$ cat src/rtl/regfile_pkg.sv
// Shared types and helpers for the register-file writeback path.
// Latency: none (types, constants and a pure function only).
// Backpressure: not applicable.
//
// Contents: register geometry constants, the wb_req_t writeback request
// struct {addr, data}, and the one-hot register decode used to build the
// pending mask.
package regfile_pkg;

  localparam int REG_DATA_W = 8;
  localparam int REG_ADDR_W = 5;
  localparam int NUM_REGS   = 8;
  // Only the low address bits select an architectural register.
  localparam int REG_SEL_W  = $clog2(NUM_REGS);

  typedef struct packed {
    logic [REG_ADDR_W-1:0] addr;
    logic [REG_DATA_W-1:0] data;
  } wb_req_t;

  function automatic logic [NUM_REGS-1:0] reg_onehot(input logic [REG_SEL_W-1:0] sel);
    reg_onehot      = '0;
    reg_onehot[sel] = 1'b1;
  endfunction

endpackage

$ cat src/rtl/wb_fifo.sv
// Small synchronous FIFO of writeback requests, one per requester.
// Latency: an entry pushed at edge E is visible at the head after E.
// Backpressure: pushes while full and pops while empty are ignored.
//
// Ports:
//   clk, rst        clock, asynchronous active-high reset (empties the FIFO)
//   push, push_req  write one wb_req_t
//   pop             drop the head entry
//   head            current oldest entry (meaningless when count==0)
//   count           number of valid entries, 0..DEPTH
//   ent_vld/ent_sel per-slot valid bit and register select, for pending
module wb_fifo
  import regfile_pkg::*;
#(
  parameter int DEPTH = 2,
  localparam int PTR_W = $clog2(DEPTH),
  localparam int CNT_W = PTR_W + 1
) (
  input  logic                               clk,
  input  logic                               rst,
  input  logic                               push,
  input  wb_req_t                            push_req,
  input  logic                               pop,
  output wb_req_t                            head,
  output logic [CNT_W-1:0]                   count,
  output logic [DEPTH-1:0]                   ent_vld,
  output logic [DEPTH-1:0][REG_SEL_W-1:0]    ent_sel
);

  wb_req_t          mem [DEPTH];
  logic [PTR_W-1:0] wr_ptr;
  logic [PTR_W-1:0] rd_ptr;
  logic [PTR_W-1:0] ofs [DEPTH];
  logic             push_ok;
  logic             pop_ok;

  assign push_ok = push & (count != CNT_W'(DEPTH));
  assign pop_ok  = pop & (count != '0);

  always_ff @(posedge clk or posedge rst) begin
    if (rst) begin
      wr_ptr <= '0;
      rd_ptr <= '0;
      count  <= '0;
    end else begin
      if (push_ok) wr_ptr <= wr_ptr + 1'b1;
      if (pop_ok)  rd_ptr <= rd_ptr + 1'b1;
      case ({push_ok, pop_ok})
        2'b10:   count <= count + 1'b1;
        2'b01:   count <= count - 1'b1;
        default: count <= count;
      endcase
    end
  end

  // Storage is not reset; ent_vld masks stale slots.
  always_ff @(posedge clk) begin
    if (push_ok) mem[wr_ptr] <= push_req;
  end

  assign head = mem[rd_ptr];

  // A slot holds a live entry when its distance from the read pointer is
  // below the fill count. DEPTH is a power of two, so the pointer
  // subtraction wraps correctly.
  always_comb begin
    for (int i = 0; i < DEPTH; i++) begin
      ofs[i]     = PTR_W'(i) - rd_ptr;
      ent_vld[i] = ({1'b0, ofs[i]} < count);
      ent_sel[i] = mem[i].addr[REG_SEL_W-1:0];
    end
  end

endmodule

$ cat src/rtl/regfile_wb_arbiter.sv
// Shares the register file write port between the ALU (0) and load (1) writeback paths.
// Latency: accepted at edge E, earliest issue at E+1, register file captures at E+2.
// Backpressure: sN_ready drops while FIFO N holds DEPTH entries; independent of same-cycle pops.
//
// Ports:
//   clk, rst                      clock, asynchronous active-high reset
//   s0_valid/addr/data/ready      ALU writeback request, valid/ready handshake
//   s1_valid/addr/data/ready      load writeback request, valid/ready handshake
//   rf_we, rf_addr, rf_data       registered register-file write port
//   pending                       bit i set while a queued or issuing write targets addr[2:0]==i
//
// Build option: define REGFILE_ARB_RR_EN for round-robin arbitration on
// contention; otherwise requester 0 has fixed priority and requester 1 may
// starve under continuous requester-0 traffic.
// DATA_W/ADDR_W must match REG_DATA_W/REG_ADDR_W of regfile_pkg, since the
// FIFOs store the package request struct.
module regfile_wb_arbiter
  import regfile_pkg::*;
#(
  parameter int DATA_W = REG_DATA_W,
  parameter int ADDR_W = REG_ADDR_W,
  parameter int DEPTH  = 2
) (
  input  logic              clk,
  input  logic              rst,
  input  logic              s0_valid,
  input  logic [ADDR_W-1:0] s0_addr,
  input  logic [DATA_W-1:0] s0_data,
  output logic              s0_ready,
  input  logic              s1_valid,
  input  logic [ADDR_W-1:0] s1_addr,
  input  logic [DATA_W-1:0] s1_data,
  output logic              s1_ready,
  output logic              rf_we,
  output logic [ADDR_W-1:0] rf_addr,
  output logic [DATA_W-1:0] rf_data,
  output logic [NUM_REGS-1:0] pending
);

  localparam int CNT_W = $clog2(DEPTH) + 1;

  wb_req_t                         req0, req1;
  wb_req_t                         head0, head1;
  logic [CNT_W-1:0]                cnt0, cnt1;
  logic [DEPTH-1:0]                vld0, vld1;
  logic [DEPTH-1:0][REG_SEL_W-1:0] sel0, sel1;
  logic                            push0, push1;
  logic                            ne0, ne1;
  logic                            gnt0, gnt1;

  // Ready comes from the fill count only, so there is no valid->ready path.
  assign s0_ready = (cnt0 != CNT_W'(DEPTH));
  assign s1_ready = (cnt1 != CNT_W'(DEPTH));
  assign push0    = s0_valid & s0_ready;
  assign push1    = s1_valid & s1_ready;
  assign req0     = '{addr: s0_addr, data: s0_data};
  assign req1     = '{addr: s1_addr, data: s1_data};

  wb_fifo #(.DEPTH(DEPTH)) u_fifo0 (
    .clk      (clk),
    .rst      (rst),
    .push     (push0),
    .push_req (req0),
    .pop      (gnt0),
    .head     (head0),
    .count    (cnt0),
    .ent_vld  (vld0),
    .ent_sel  (sel0)
  );

  wb_fifo #(.DEPTH(DEPTH)) u_fifo1 (
    .clk      (clk),
    .rst      (rst),
    .push     (push1),
    .push_req (req1),
    .pop      (gnt1),
    .head     (head1),
    .count    (cnt1),
    .ent_vld  (vld1),
    .ent_sel  (sel1)
  );

  assign ne0 = (cnt0 != '0);
  assign ne1 = (cnt1 != '0);

`ifdef REGFILE_ARB_RR_EN
  // 1 when requester 1 took the most recent grant. Resetting it to 1 hands
  // the first contention to requester 0.
  logic last_gnt;

  always_ff @(posedge clk or posedge rst) begin
    if (rst)              last_gnt <= 1'b1;
    else if (gnt0 | gnt1) last_gnt <= gnt1;
  end

  assign gnt1 = ne1 & (~ne0 | ~last_gnt);
`else
  assign gnt1 = ne1 & ~ne0;
`endif
  assign gnt0 = ne0 & ~gnt1;

  // Issue register: the granted head is popped and captured on the same edge.
  always_ff @(posedge clk or posedge rst) begin
    if (rst) begin
      rf_we   <= 1'b0;
      rf_addr <= '0;
      rf_data <= '0;
    end else begin
      rf_we <= gnt0 | gnt1;
      if (gnt0) begin
        rf_addr <= head0.addr;
        rf_data <= head0.data;
      end else if (gnt1) begin
        rf_addr <= head1.addr;
        rf_data <= head1.data;
      end
    end
  end

  // Every live FIFO entry plus the write currently on the port.
  always_comb begin
    pending = rf_we ? reg_onehot(rf_addr[REG_SEL_W-1:0]) : '0;
    for (int i = 0; i < DEPTH; i++) begin
      if (vld0[i]) pending = pending | reg_onehot(sel0[i]);
      if (vld1[i]) pending = pending | reg_onehot(sel1[i]);
    end
  end

endmodule

$ cat config.mk
export PLATFORM = sky130hd
export DESIGN_NAME = regfile_wb_arbiter
export DESIGN_NICKNAME = d
export VERILOG_FILES = /design/src/rtl/regfile_pkg.sv /design/src/rtl/wb_fifo.sv /design/src/rtl/regfile_wb_arbiter.sv
export SDC_FILE = /design/constraint.sdc
export NUM_CORES = 1
export LEC_CHECK = 0
export BUFFER_PORTS_ARGS = -buffer_cell sky130_fd_sc_hd__buf_2
export CAP_MARGIN = 40
export CELL_PAD_IN_SITES_DETAIL_PLACEMENT = 2
export CELL_PAD_IN_SITES_GLOBAL_PLACEMENT = 2
export CORE_ASPECT_RATIO = 1.1
export CORE_UTILIZATION = 38
export DETAILED_ROUTE_END_ITERATION = 7
export PLACE_DENSITY_LB_ADDON = 0.1
export SLEW_MARGIN = 20
export SYNTH_ARGS = -nofsm -noshare
export SYNTH_HDL_FRONTEND = slang
export SYNTH_SLANG_ARGS = --single-unit
export TNS_END_PERCENT = 20
$ cat constraint.sdc
create_clock -name clk -period 2.04 [get_ports clk]
set_input_delay 0.306 -clock clk [delete_from_list [all_inputs] [get_ports clk]]
set_output_delay 0.306 -clock clk [all_outputs]
set_load 0.01 [all_outputs]
# ---- Word level (Yosys, flattened, before mapping)
# Memories as Yosys holds them, arrays and structs flattened.
# Cells that the tools add are included.
dict set report word_totals {
  mem_bits_rw 52
  wordCells 93
  inputBits 30
  n_memories 2
  output_inout_bits 24
  reg_bits 22
}
dict set report classes {
  n_lt_le_gt_ge 14
  reduce_logical 10
  mux 25
  add_sub_neg 12
  n_bitwise 15
  n_eq_ne 6
}
# memory depth width read_ports rd_ports_with_merged_regs write_ports line_no
set memory_table {}
lappend memory_table {u_fifo0.mem 2 13 3 0 1 wb_fifo.sv:30} ;# wb_req_t mem [DEPTH];
lappend memory_table {u_fifo1.mem 2 13 3 0 1 wb_fifo.sv:30}
# operator n
set op_table {}
lappend op_table {{$mux W8} 7}
lappend op_table {{$or A8 B8 Y8} 4}
lappend op_table {{$lt A3 B4 Y1 const B} 5}
lappend op_table {{$demux W1 S3} 5}
lappend op_table {{$ge A3 B1 Y1 const B} 5}
lappend op_table {{$mux W5} 2}
lappend op_table {{$reduce_bool A2 Y1} 5}
lappend op_table {{$mux W1} 9}
lappend op_table {{$and A1 B1 Y1} 8}
lappend op_table {{$lt A1 B2 Y1} 4}
lappend op_table {{$pmux W2 S2} 2}
lappend op_table {{$logic_and A1 B1 Y1} 5}
lappend op_table {{$add A1 B1 Y1 const B} 4}
lappend op_table {{$add A2 B1 Y2 const B} 2}
lappend op_table {{$eq A2 B1 Y1 const B} 2}
lappend op_table {{$eq A2 B2 Y1 const B} 2}
lappend op_table {{$ne A2 B2 Y1 const B} 2}
lappend op_table {{$sub A1 B1 Y1 const A} 4}
lappend op_table {{$sub A2 B1 Y2 const B} 2}
lappend op_table {{$not A1 Y1} 2}
lappend op_table {{$or A1 B1 Y1} 1}

# ---- Depth between registers and ports, before layout
# Gate-level depths: netlist (run 1).
dict set report logic_depth {
  word_depth 13
  mapped_depth 7
  ltp_nobuf 6
}

# ---- By module
# From an unflattened synthesis (run 1), not the netlist that was laid out.
dict set report hier_totals {
  cells_unflattened 264
  hier_area_um2 3587.2
}
# module seq_area_each_um2 instances cells_per_inst area_each_um2
set by_module_without_submodules {}
lappend by_module_without_submodules {wb_fifo 880.8 2 70 1262.5}
lappend by_module_without_submodules {regfile_wb_arbiter 350.3 1 124 1062.3}

# ---- Worst setup path after synthesis (run 1)
# OpenSTA, ideal clock, no wires.
dict set report synth_timing {
  path_type {register -> register}
  from {register u_fifo0.count[1]}
  to {memory u_fifo0.mem[0][0] (netlist bit), enable pin}
  period_less_slack_ns 1.743
  path_stages_with_launch 5
  n_path_buf 1
  required_ns 1.658
  setup_ns 0.382
  arrival_time_ns 1.361
  setup_slack_ns 0.297
  path_cell_list {dfrtp_1 -> buf_2 -> nand2b_1 -> nand2_1 -> nor2_1}
}
dict set report synth_between {
  elab_chain_len 5
}
# item line_no
set synth_lines {}
lappend synth_lines {{start: declaration} wb_fifo.sv:25} ;# output logic [CNT_W-1:0] count,
lappend synth_lines {{start signal: assignment} wb_fifo.sv:49} ;# 2'b10: count <= count + 1'b1;
lappend synth_lines {{start signal: assignment} wb_fifo.sv:50} ;# 2'b01: count <= count - 1'b1;
lappend synth_lines {{start signal: assignment} wb_fifo.sv:51} ;# default: count <= count;
lappend synth_lines {{$ne A2 B2 Y1 (*)} regfile_wb_arbiter.sv:52} ;# assign s0_ready = (cnt0 != CNT_W'(DEPTH));
lappend synth_lines {{net s0_ready} regfile_wb_arbiter.sv:29} ;# output logic s0_ready,
lappend synth_lines {{$and A1 B1 Y1} regfile_wb_arbiter.sv:54} ;# assign push0 = s0_valid & s0_ready;
lappend synth_lines {{$and A1 B1 Y1 (*)} wb_fifo.sv:37} ;# assign push_ok = push & (count != CNT_W'(DEPTH));
lappend synth_lines {{$mux W1 (*)} wb_fifo.sv:58} ;# if (push_ok) mem[wr_ptr] <= push_req;
lappend synth_lines {{$mux W1 (not written as such) (*)} wb_fifo.sv:58}
lappend synth_lines {{end: declaration} wb_fifo.sv:30}
# The timed path passes the listed nets; every way through them passes the cells marked *.

# ---- Worst setup path after layout (run 1)
dict set report layout_timing {
  from {register u_fifo1.rd_ptr}
  to {output port pending[3]}
}
dict set report layout_between {
  elab_chain_len 7
  elab_cells_between_ends 9
  classes_between {2 x add/sub; 2 x order compare; 3 x mux; 2 x bitwise}
}
# item line_no
set layout_lines {}
lappend layout_lines {{start: declaration} wb_fifo.sv:32} ;# logic [PTR_W-1:0] rd_ptr;
lappend layout_lines {{start signal: assignment} wb_fifo.sv:47} ;# if (pop_ok) rd_ptr <= rd_ptr + 1'b1;
lappend layout_lines {{$sub A1 B1 Y1} wb_fifo.sv:68} ;# ofs[i] = PTR_W'(i) - rd_ptr;
lappend layout_lines {{$lt A1 B2 Y1} wb_fifo.sv:69} ;# ent_vld[i] = ({1'b0, ofs[i]} < count);
lappend layout_lines {{$mux W8} regfile_wb_arbiter.sv:125} ;# if (vld1[i]) pending = pending | reg_onehot(sel1[i]);
lappend layout_lines {{$or A8 B8 Y8} regfile_wb_arbiter.sv:124} ;# if (vld0[i]) pending = pending | reg_onehot(sel0[i]);
lappend layout_lines {{$mux W8} regfile_wb_arbiter.sv:124}
lappend layout_lines {{$or A8 B8 Y8} regfile_wb_arbiter.sv:125}
lappend layout_lines {{$mux W8 (*)} regfile_wb_arbiter.sv:125}
lappend layout_lines {{end: declaration} regfile_wb_arbiter.sv:37} ;# output logic [NUM_REGS-1:0] pending
# Mark *: on every way between the ends. The rest lies on a longest branch, timed or not.

==> run metrics, run 1 <==
status=finished with violations; failing checks=negative setup slack; largest net degree at the start of global routing=28; worst-path cell chain=buf_12, a21oi_2, nor3_1, a31oi_1, o311ai_1, buf_2; Worst R2R Path Depth=5; multi-input logic area=1142 µm²; Max VDD drop=758.9 µV; Overall Global Routing Usage=20.76%; Clk Tree Root Cell=clkbuf_8; synth top area cells=edfxtp_1 47%, dfrtp_1 17%, a21oi_1 4.1%; Vias per Instance=5.266; Synthesis Warnings=0; clock-pin transition on the worst setup and hold timing paths=0.08 ns; CP required=1.73 ns; Syn Nets=290; first-pass GRT wire length=13.76 mm; # diodes=0; input/output buffers=53; clock sink count=74; Slew @ Worst Pin=0.3799 ns; Reg2Reg Capture Point=u_fifo0.mem[0][2]; max-slew headroom at the worst pin=74.35%; antenna-violating nets left=0; reg2reg start=u_fifo0.count[1]; Routed WL per cell=19.72 µm; vias in the first global route=2560; antenna violations before repair=0; ys flop type=edfxtp_1; cell taking the most area after synthesis=edfxtp_1; Final Hold Vio Count=0; final hold slack=0.1418 ns; vias=2354; H-tree levels=3; GRT Residual Overflow=0; FF+latch count, synth=74; DP HPWL=6.390 mm; share of the synthesized area in the top cell type=47.45%; Hold Path Stages=1; share of cells above drive strength 1=31.85%; Power, Total=5.932 mW; Hold Path Sink=u_fifo1.mem[1][7]; CP Launch Type=flip-flop; register area=2120 µm²; fill count=836; CP max stage delay=0.47 ns; Bufs on Longest Clock Path=2; leak pwr=1.592 nW; CTS buffer count=9; Post-synth EDFFs=52; row cnt=35; Die W=90.73 µm; drt pass-1 iters=4; slowest cell on the critical path=dfrtp_2; Post-Route WL=8.817 mm; 1st-iter DRT viols=61; period utilization=101.6%; # DRC=0; I/O pin count=54; initial core utilization=39.14%; number of max-cap violations=0; most frequent cells after synthesis=52 x edfxtp_1, 27 x a21oi_1, 25 x nor2_1, 22 x dfrtp_1; Area Overhead vs Synth=23.19%; Max FO, Critical Path=4; f_max=0.4824 GHz; die area=9036 µm²; sequential cell area fraction in the yosys report=64.18%; dpl cells=423; Yosys cell types=42; PwrDens=1463 nW/µm²; gpl congestion=0.9362; final net count=363; Worst-Skew Late Latency=0.35 ns; critical setup path kind=reg -> out; Final setup viols=2; Syn Std Cell Area=3291 µm²; Mapped Avg Cell Area=12.71 µm²; FF-to-FF setup slack=0.25 ns; chip height=99.60 µm; HP Class=in -> reg; data arrival time of the worst path=1.77 ns; most frequent cell after synthesis=edfxtp_1; final setup margin=-0.03296 ns; Max Slew Vio Count=0; unrepaired setup endpoints after global routing=yes; min-delay src=s1_data[7]; Setup Skew=0.01292 ns; Worst Setup End Kind=output pin; CTS tree=yes; core area=8408 µm²; Final min period=2.073 ns; post-route insts no fill=447; cell count after synthesis=259; sum of negative setup slack=-0.04350 ns; share of flip-flops with an asynchronous set or reset=29.73%
layout make-up:
class | instances | share of cell area (%)
inverter | 2 | 0.1852
sequential | 74 | 52.28
tap | 111 | 3.426
clock inverter | 5 | 1.975
clock buffer | 10 | 3.148
timing repair buffer | 74 | 10.80
multi-input combinational | 171 | 28.18
registers in the layout, summed over array words and instances, names as in the netlist:
| register | count |
|---|---|
| u_fifo1.wr_ptr | 1 |
| u_fifo1.rd_ptr | 1 |
| u_fifo1.mem | 26 |
| u_fifo0.rd_ptr | 1 |
| u_fifo0.wr_ptr | 1 |
| u_fifo0.count | 2 |
| rf_data | 8 |
| rf_we | 1 |
| rf_addr | 5 |
| u_fifo0.mem | 26 |
| u_fifo1.count | 2 |
timing repair:
action / CTS / global route
endpoints found under the setup margin: 7 / 7
hold buffers: 1 / 0
setup buffers: 0 / 8
gates resized for setup: 7 / 9
cloned: 0 / 0
pin swaps: 1 / 7
endpoints found under the hold margin: 9 / 0
power by group:
group / leakage [nW] / internal [mW] / total [mW] / switching [mW]
clock network: 0.100 / 0.681 / 1.23 / 0.553
logic: 0.758 / 0.987 / 2.28 / 1.29
registers: 0.734 / 2.08 / 2.42 / 0.342
total: 1.59 / 3.74 / 5.93 / 2.19
cells in the final DEF (no fill, tap or decap), drive strengths merged, types with 2 or more instances in the layout:
| master | count |
|---|---|
| nor3 | 3 |
| dfrtp | 22 |
| and2b | 5 |
| nor2b | 14 |
| nor2 | 27 |
| o21ai | 2 |
| a21oi | 28 |
| xor2 | 2 |
| or3 | 3 |
| nand3 | 2 |
| edfxtp | 52 |
| bufinv | 2 |
| o32a | 2 |
| or4 | 2 |
| buf | 73 |
| clkinv | 2 |
| nand2b | 12 |
| mux2i | 13 |
| o22ai | 6 |
| inv | 2 |
| xnor2 | 5 |
| a22oi | 2 |
| a211oi | 13 |
| nand2 | 13 |
| a32oi | 2 |
| clkbuf | 10 |
| and3 | 2 |
| o311ai | 2 |
| a31oi | 2 |
logic make-up after synthesis:
kind of cell | after synthesis | share of synthesized area (%)
buf+inv | 14 | 2.548
compound gates | 64 | 13.08
xor+xnor | 7 | 1.863
fa+ha+maj | 1 | 0.3802
simple gates | 86 | 13.99
flops | 74 | 64.18
mux | 13 | 3.954
through the flow:
stage                     setup WS (ns)  utilization [%]  area [µm²]
final                          -0.03296            48.21        4054
after global routing            -0.1226            48.21        4054
after floorplan                  0.2970                -        3291
after detailed placement         0.2498            44.11        3709
after CTS                      -0.03816            46.93        3946
after global placement           0.2693            44.11        3709
critical path: cells and delay by family, from the launching register on:
| family | cells | cell delay [ns] |
|---|---|---|
| AND/OR/NAND/NOR | 1 | 0.11 |
| AO/OA/AOI/OAI | 3 | 0.54 |
| buffers and inverters | 2 | 0.31 |
| flip-flops | 1 | 0.47 |
how the worst max path moves through the flow:
stage | startpoint | end | slack [ns]
after floorplan | u_fifo0.count[1] | u_fifo0.mem[0][0] | 0.30
after global placement | u_fifo1.count[0] | pending[6] | 0.27
after detailed placement | u_fifo1.count[0] | pending[4] | 0.25
after CTS | u_fifo0.count[0] | pending[6] | -0.04
after global routing | u_fifo1.rd_ptr | pending[3] | -0.12
final | u_fifo1.rd_ptr | pending[3] | -0.03
layer usage:
layer	vias to the layer above	track usage, %	wire length, µm
li1	1102	-	-
met1	1163	22.72	3455
met2	61	37.70	4723
met3	28	4.434	280
met4	0	10.92	357
met5	-	0	0
Note: power is estimated with default switching activity, not from simulation.
==> inputs of run 2 (changes only) <==
- CELL_PAD_IN_SITES_DETAIL_PLACEMENT: 2 -> default
- CELL_PAD_IN_SITES_GLOBAL_PLACEMENT: 2 -> default
- CORE_ASPECT_RATIO: 1.1 -> default
- CORE_UTILIZATION: 38 -> 45
- PLACE_DENSITY: default -> 0.66
- PLACE_DENSITY_LB_ADDON: 0.1 -> default
==> run 2 against run 1 <==
  * The run now ends clean
  * Register-to-register slack improved by 0.18 ns
  * Global-route usage is 1.5 points lower
  * Clock-buffer cell count increased by 1
  * Fmax up 2.0%
  * Non-clock buffer count fell by 3
  * Final cell count shrank 3.8%
  * Final area is 1.6% lower
  * Highest routed layer unchanged
==> run metrics, run 2 (same netlist as run 1, synthesis figures left out) <==
status=completed; final setup margin=0.008576 ns; 1st-iter DRT viols=107; met2 WL=3.382 mm; CP required=1.73 ns; H-tree levels=3; gpl congestion=0.9249; most frequent cells in the layout=53 x buf_2, 52 x edfxtp_1, 26 x a21oi_1, 24 x nor2_1, 17 x dfrtp_1; largest net degree at the start of global routing=29; Final Hold Vio Count=0; antenna-violating nets left=0; Max VDD drop=644.5 µV; period utilization=99.58%; Die W=87.52 µm; first-pass GRT wire length=10.61 mm; I/O pin count=54; number of max-cap violations=0; Routed WL per cell=15.89 µm; Slew @ Worst Pin=0.3292 ns; core area=6944 µm²; f_max=0.4923 GHz; vias in the first global route=2202; CTS tree=yes; HP Class=in -> reg; data arrival time of the worst path=1.73 ns; antenna violations before repair=0; Worst Setup End Kind=output pin; top sig layer=met4; Vias per Instance=5.335; share of cells above drive strength 1=31.14%; max-slew headroom at the worst pin=77.77%; Max FO, Critical Path=4; most common cell after layout, fill and taps aside=buf_2; Post-Route WL=6.834 mm; vias=2294; Final setup viols=0; chip height=87.52 µm; WL met3=378 µm; Area Overhead vs Synth=21.22%; final net count=360; Overall Global Routing Usage=19.21%; input/output buffers=53; drt pass-1 iters=4; clock-pin transition on the worst setup and hold timing paths=0.08 ns; placed cell area=3675 µm²; Place WS=0.2743 ns; PwrDens=1405 nW/µm²; # DRC=0; Largest regs=u_fifo0.mem x26, u_fifo1.mem x26, rf_data x8; DRT met1 WL=2.858 mm; Final min period=2.031 ns; sum of negative setup slack=0 ns; CTS buffer count=9; critical setup path kind=reg -> out; clock sink count=74; Bufs on Longest Clock Path=2; unrepaired setup endpoints after global routing=yes; Max Slew Vio Count=0; Worst-Skew Late Latency=0.34 ns; die area=7659 µm²; Clk Tree Root Cell=clkbuf_8; row cnt=30; leak pwr=1.564 nW; # diodes=0; Setup Skew=0.008682 ns; final instance area=3989 µm²; DP HPWL=4.663 mm; CP Launch Type=flip-flop; GRT Residual Overflow=0; initial core utilization=47.39%
==> run 2: cell count changes in the layout (fill, tap and decap cells not counted), sizes merged <==
cell / delta
buf: -3
bufinv: -1
clkbuf: +1
clkinvlp: +1
==> run 2: final cells by class <==
type	count	area [µm²]
repair buffers	71	415.4
well taps	96	120.1
fillers	576	2955
clock inverters	5	55.05
multi-input cells	171	1131
clock buffers	11	141.4
inverters	2	7.507
flip-flops and latches	74	2118
==> run 2: worst paths after layout <==
check,slack [ns],endpoint,depth (start not counted),from
min reg2reg,0.50,u_fifo0.wr_ptr,1,u_fifo0.wr_ptr
max reg2reg,0.43,u_fifo1.count[1],7,u_fifo1.count[0]
min,0.14,u_fifo0.mem[0][3],1,s0_data[3]
max in group asynchronous,1.22,u_fifo0.count[1],4,rst
max,0.009,pending[6],5,u_fifo0.rd_ptr
min in group asynchronous,0.57,rf_data[0],4,rst
==> run 2: metal layers <==
metal / GRT usage [%] / vias up
met5: 0 / -
met4: 11.48 / 0
met3: 6.351 / 20
met2: 30.04 / 86
met1: 23.26 / 1084
li1: - / 1104
==> run 2: worst max-delay path: stages (launching register included) <==
cell     delay [ns]
dfrtp_1        0.42
and2b_4        0.23
o21ai_4        0.16
o22ai_1        0.09
or3_1          0.33
buf_2          0.14
==> run 2: report_power, final <==
group	internal, mW	total [mW]	leakage, nW	switching (mW)
clock network	0.594	1.11	0.0953	0.517
logic	0.929	2.09	0.734	1.16
registers	2.08	2.41	0.735	0.333
==> run 2: what timing repair did <==
item / CTS / global route
hold buffers: 1 / 0
pin swaps: 1 / 5
resized for setup: 8 / 4
setup buffers: 3 / 4
hold endpoints to repair: 15 / 0
setup endpoints to repair: 7 / 7
gates cloned: 0 / 0
==> run 2: per-stage QoR <==
step                instances  utilization, %  power [mW]  hold slack [ns]
floorplan                 259               -       3.755           0.2952
global placement          406           52.92       4.386           0.3684
detailed placement        406           52.92       4.394           0.3770
CTS                       426           56.56       5.598           0.1197
global route              430           57.44       5.949           0.1177
finish                    430           57.44       5.605           0.1440
==> inputs of run 3 (changes only) <==
- PLACE_DENSITY: 0.66 -> 0.72
==> run 3 against run 2 <==
  * Final area increased by 0.16%
  * Setup slack improved by 0.011 ns
  * Register-to-register slack got worse by 0.02 ns
  * Wire length decreased by 0.89%
  * Global-route usage decreased by 0.45 points
  * Sequential share of layout area decreased by 0.11 points
  * Clock skew decreased by 0.0029 ns
  * Sequential power about the same
  * Clock-buffer cell count decreased by 1
  * Total power increased by 3.1%
  * Non-clock buffer count decreased by 3
  * Critical path depth unchanged
==> run metrics, run 3 (same netlist as run 1, synthesis figures left out) <==
status=completed; Max Slew Vio Count=0; Worst R2R Path Depth=7; HP Class=in -> reg; Worst Setup End Kind=output pin; switch share=34.48%; Place WS=0.3090 ns; Largest regs=u_fifo0.mem x26, u_fifo1.mem x26, rf_data x8; Vias per Instance=5.445; critical path startpoint=u_fifo0.count[0]; largest net degree at the start of global routing=29; CTS buffer count=9; vias in the first global route=2225; most common cell after layout, fill and taps aside=buf_2; final instance area=3995 µm²; # DRC=0; max-slew headroom at the worst pin=72.80%; CP Launch Type=flip-flop; min-delay src=s0_data[3]; number of max-cap violations=0; Final Hold Vio Count=0; Area Overhead vs Synth=21.41%; core area=6944 µm²; Post-Route WL=6.773 mm; P_sw=1.993 mW; DP HPWL=4.717 mm; fill count=591; drt pass-1 iters=4; most frequent cells in the layout=53 x buf_2, 52 x edfxtp_1, 26 x a21oi_1, 24 x nor2_1, 18 x dfrtp_1; Clk Tree Root Cell=clkbuf_8; Routed WL per cell=15.86 µm; CTS tree=yes; Hold Path Stages=1; Setup Skew=0.005816 ns; data arrival time of the worst path=1.71 ns; Max FO, Critical Path=6; placed cell area=3675 µm²; vias=2325; clock sink count=74; I/O pin count=54; initial core utilization=47.39%; GRT Residual Overflow=0; final net count=357; multi-input logic area=1136 µm²; first-pass GRT wire length=10.38 mm; Slew @ Worst Pin=0.4055 ns; antenna violations before repair=0; Final min period=2.021 ns; Final setup viols=0; unrepaired setup endpoints after global routing=yes; leak pwr=1.573 nW; final hold slack=0.1520 ns; clock-pin transition on the worst setup and hold timing paths=0.08 ns; sum of negative setup slack=0 ns; share of cells above drive strength 1=30.21%; Comb pwr share=35.5%; Max VDD drop=847.2 µV; die area=7659 µm²; Bufs on Longest Clock Path=2; clock power share=22.8%; critical setup path kind=reg -> out; Power, Total=5.780 mW; register area=2117 µm²; reg2reg start=u_fifo1.count[0]; # diodes=0; f_max=0.4949 GHz; antenna-violating nets left=0; H-tree levels=3; 1st-iter DRT viols=112; Worst-Skew Late Latency=0.34 ns; FF-to-FF setup slack=0.41 ns; Die W=87.52 µm; chip height=87.52 µm; input/output buffers=53; Overall Global Routing Usage=18.76%; row cnt=30; Sequential Power Share=41.7%; PwrDens=1447 nW/µm²; final setup margin=0.01926 ns; period utilization=99.06%; gpl congestion=0.9130; CP required=1.73 ns; internal power=3.787 mW
## run 3: cell types whose count changed in the layout (fill, tap and decap cells not counted), sizes merged
cell      delta
bufinv       +2
buf          -3
clkbuf       -1
clkinvlp     -1
## run 3: power by group through the flow
| stage | clock network (mW) | logic (mW) | registers (mW) |
|---|---|---|---|
| after floorplan | 0 | 1.41 | 2.35 |
| after CTS | 1.35 | 1.98 | 2.40 |
| after global routing | 1.40 | 2.26 | 2.46 |
| after global placement | 0 | 1.94 | 2.42 |
| final | 1.32 | 2.05 | 2.41 |
| after detailed placement | 0 | 1.96 | 2.42 |
## run 3: path summary, 6_finish.rpt
kind / end
min reg2reg: u_fifo1.wr_ptr
min: u_fifo0.mem[0][3]
max: pending[6]
min in group asynchronous: rf_data[5]
max reg2reg: u_fifo1.count[1]
max in group asynchronous: u_fifo0.count[1]
## run 3: timing repair
| item | 4_1_cts | 5_1_grt |
|---|---|---|
| hold buffers | 1 | 0 |
| endpoints found under the hold margin | 11 | 0 |
| setup endpoints to repair | 6 | 7 |
| pin swaps | 0 | 3 |
| setup buffers | 0 | 4 |
| gates resized for setup | 5 | 8 |
## run 3: per-layer routing
metal	up-vias	wire [µm]	global-route usage, %
met5	-	0	0
met4	0	162	9.240
met3	14	393	5.877
met2	88	3453	31.04
met1	1128	2763	22.27
li1	1095	-	-
## run 3: area by class of cell
class	count	share of cell area [%]
multi-input combinational	171	28.44
clock inverter	6	2.662
inverter	2	0.1879
clock buffer	10	3.194
timing repair buffer	68	9.521
sequential	74	52.99
tap	96	3.007
## run 3: critical path, cell delays in order, from the launching register on
cell and delay, ns:
dfrtp_2 0.45, and2b_4 0.20, o21ai_4 0.16, o22ai_1 0.09, or3_1 0.34, buf_2 0.14
## run 3: metrics by stage
step	util (%)	instances
floorplan	-	259
global placement	52.92	406
detailed placement	52.92	406
CTS	56.63	423
global route	57.53	427
finish	57.53	427
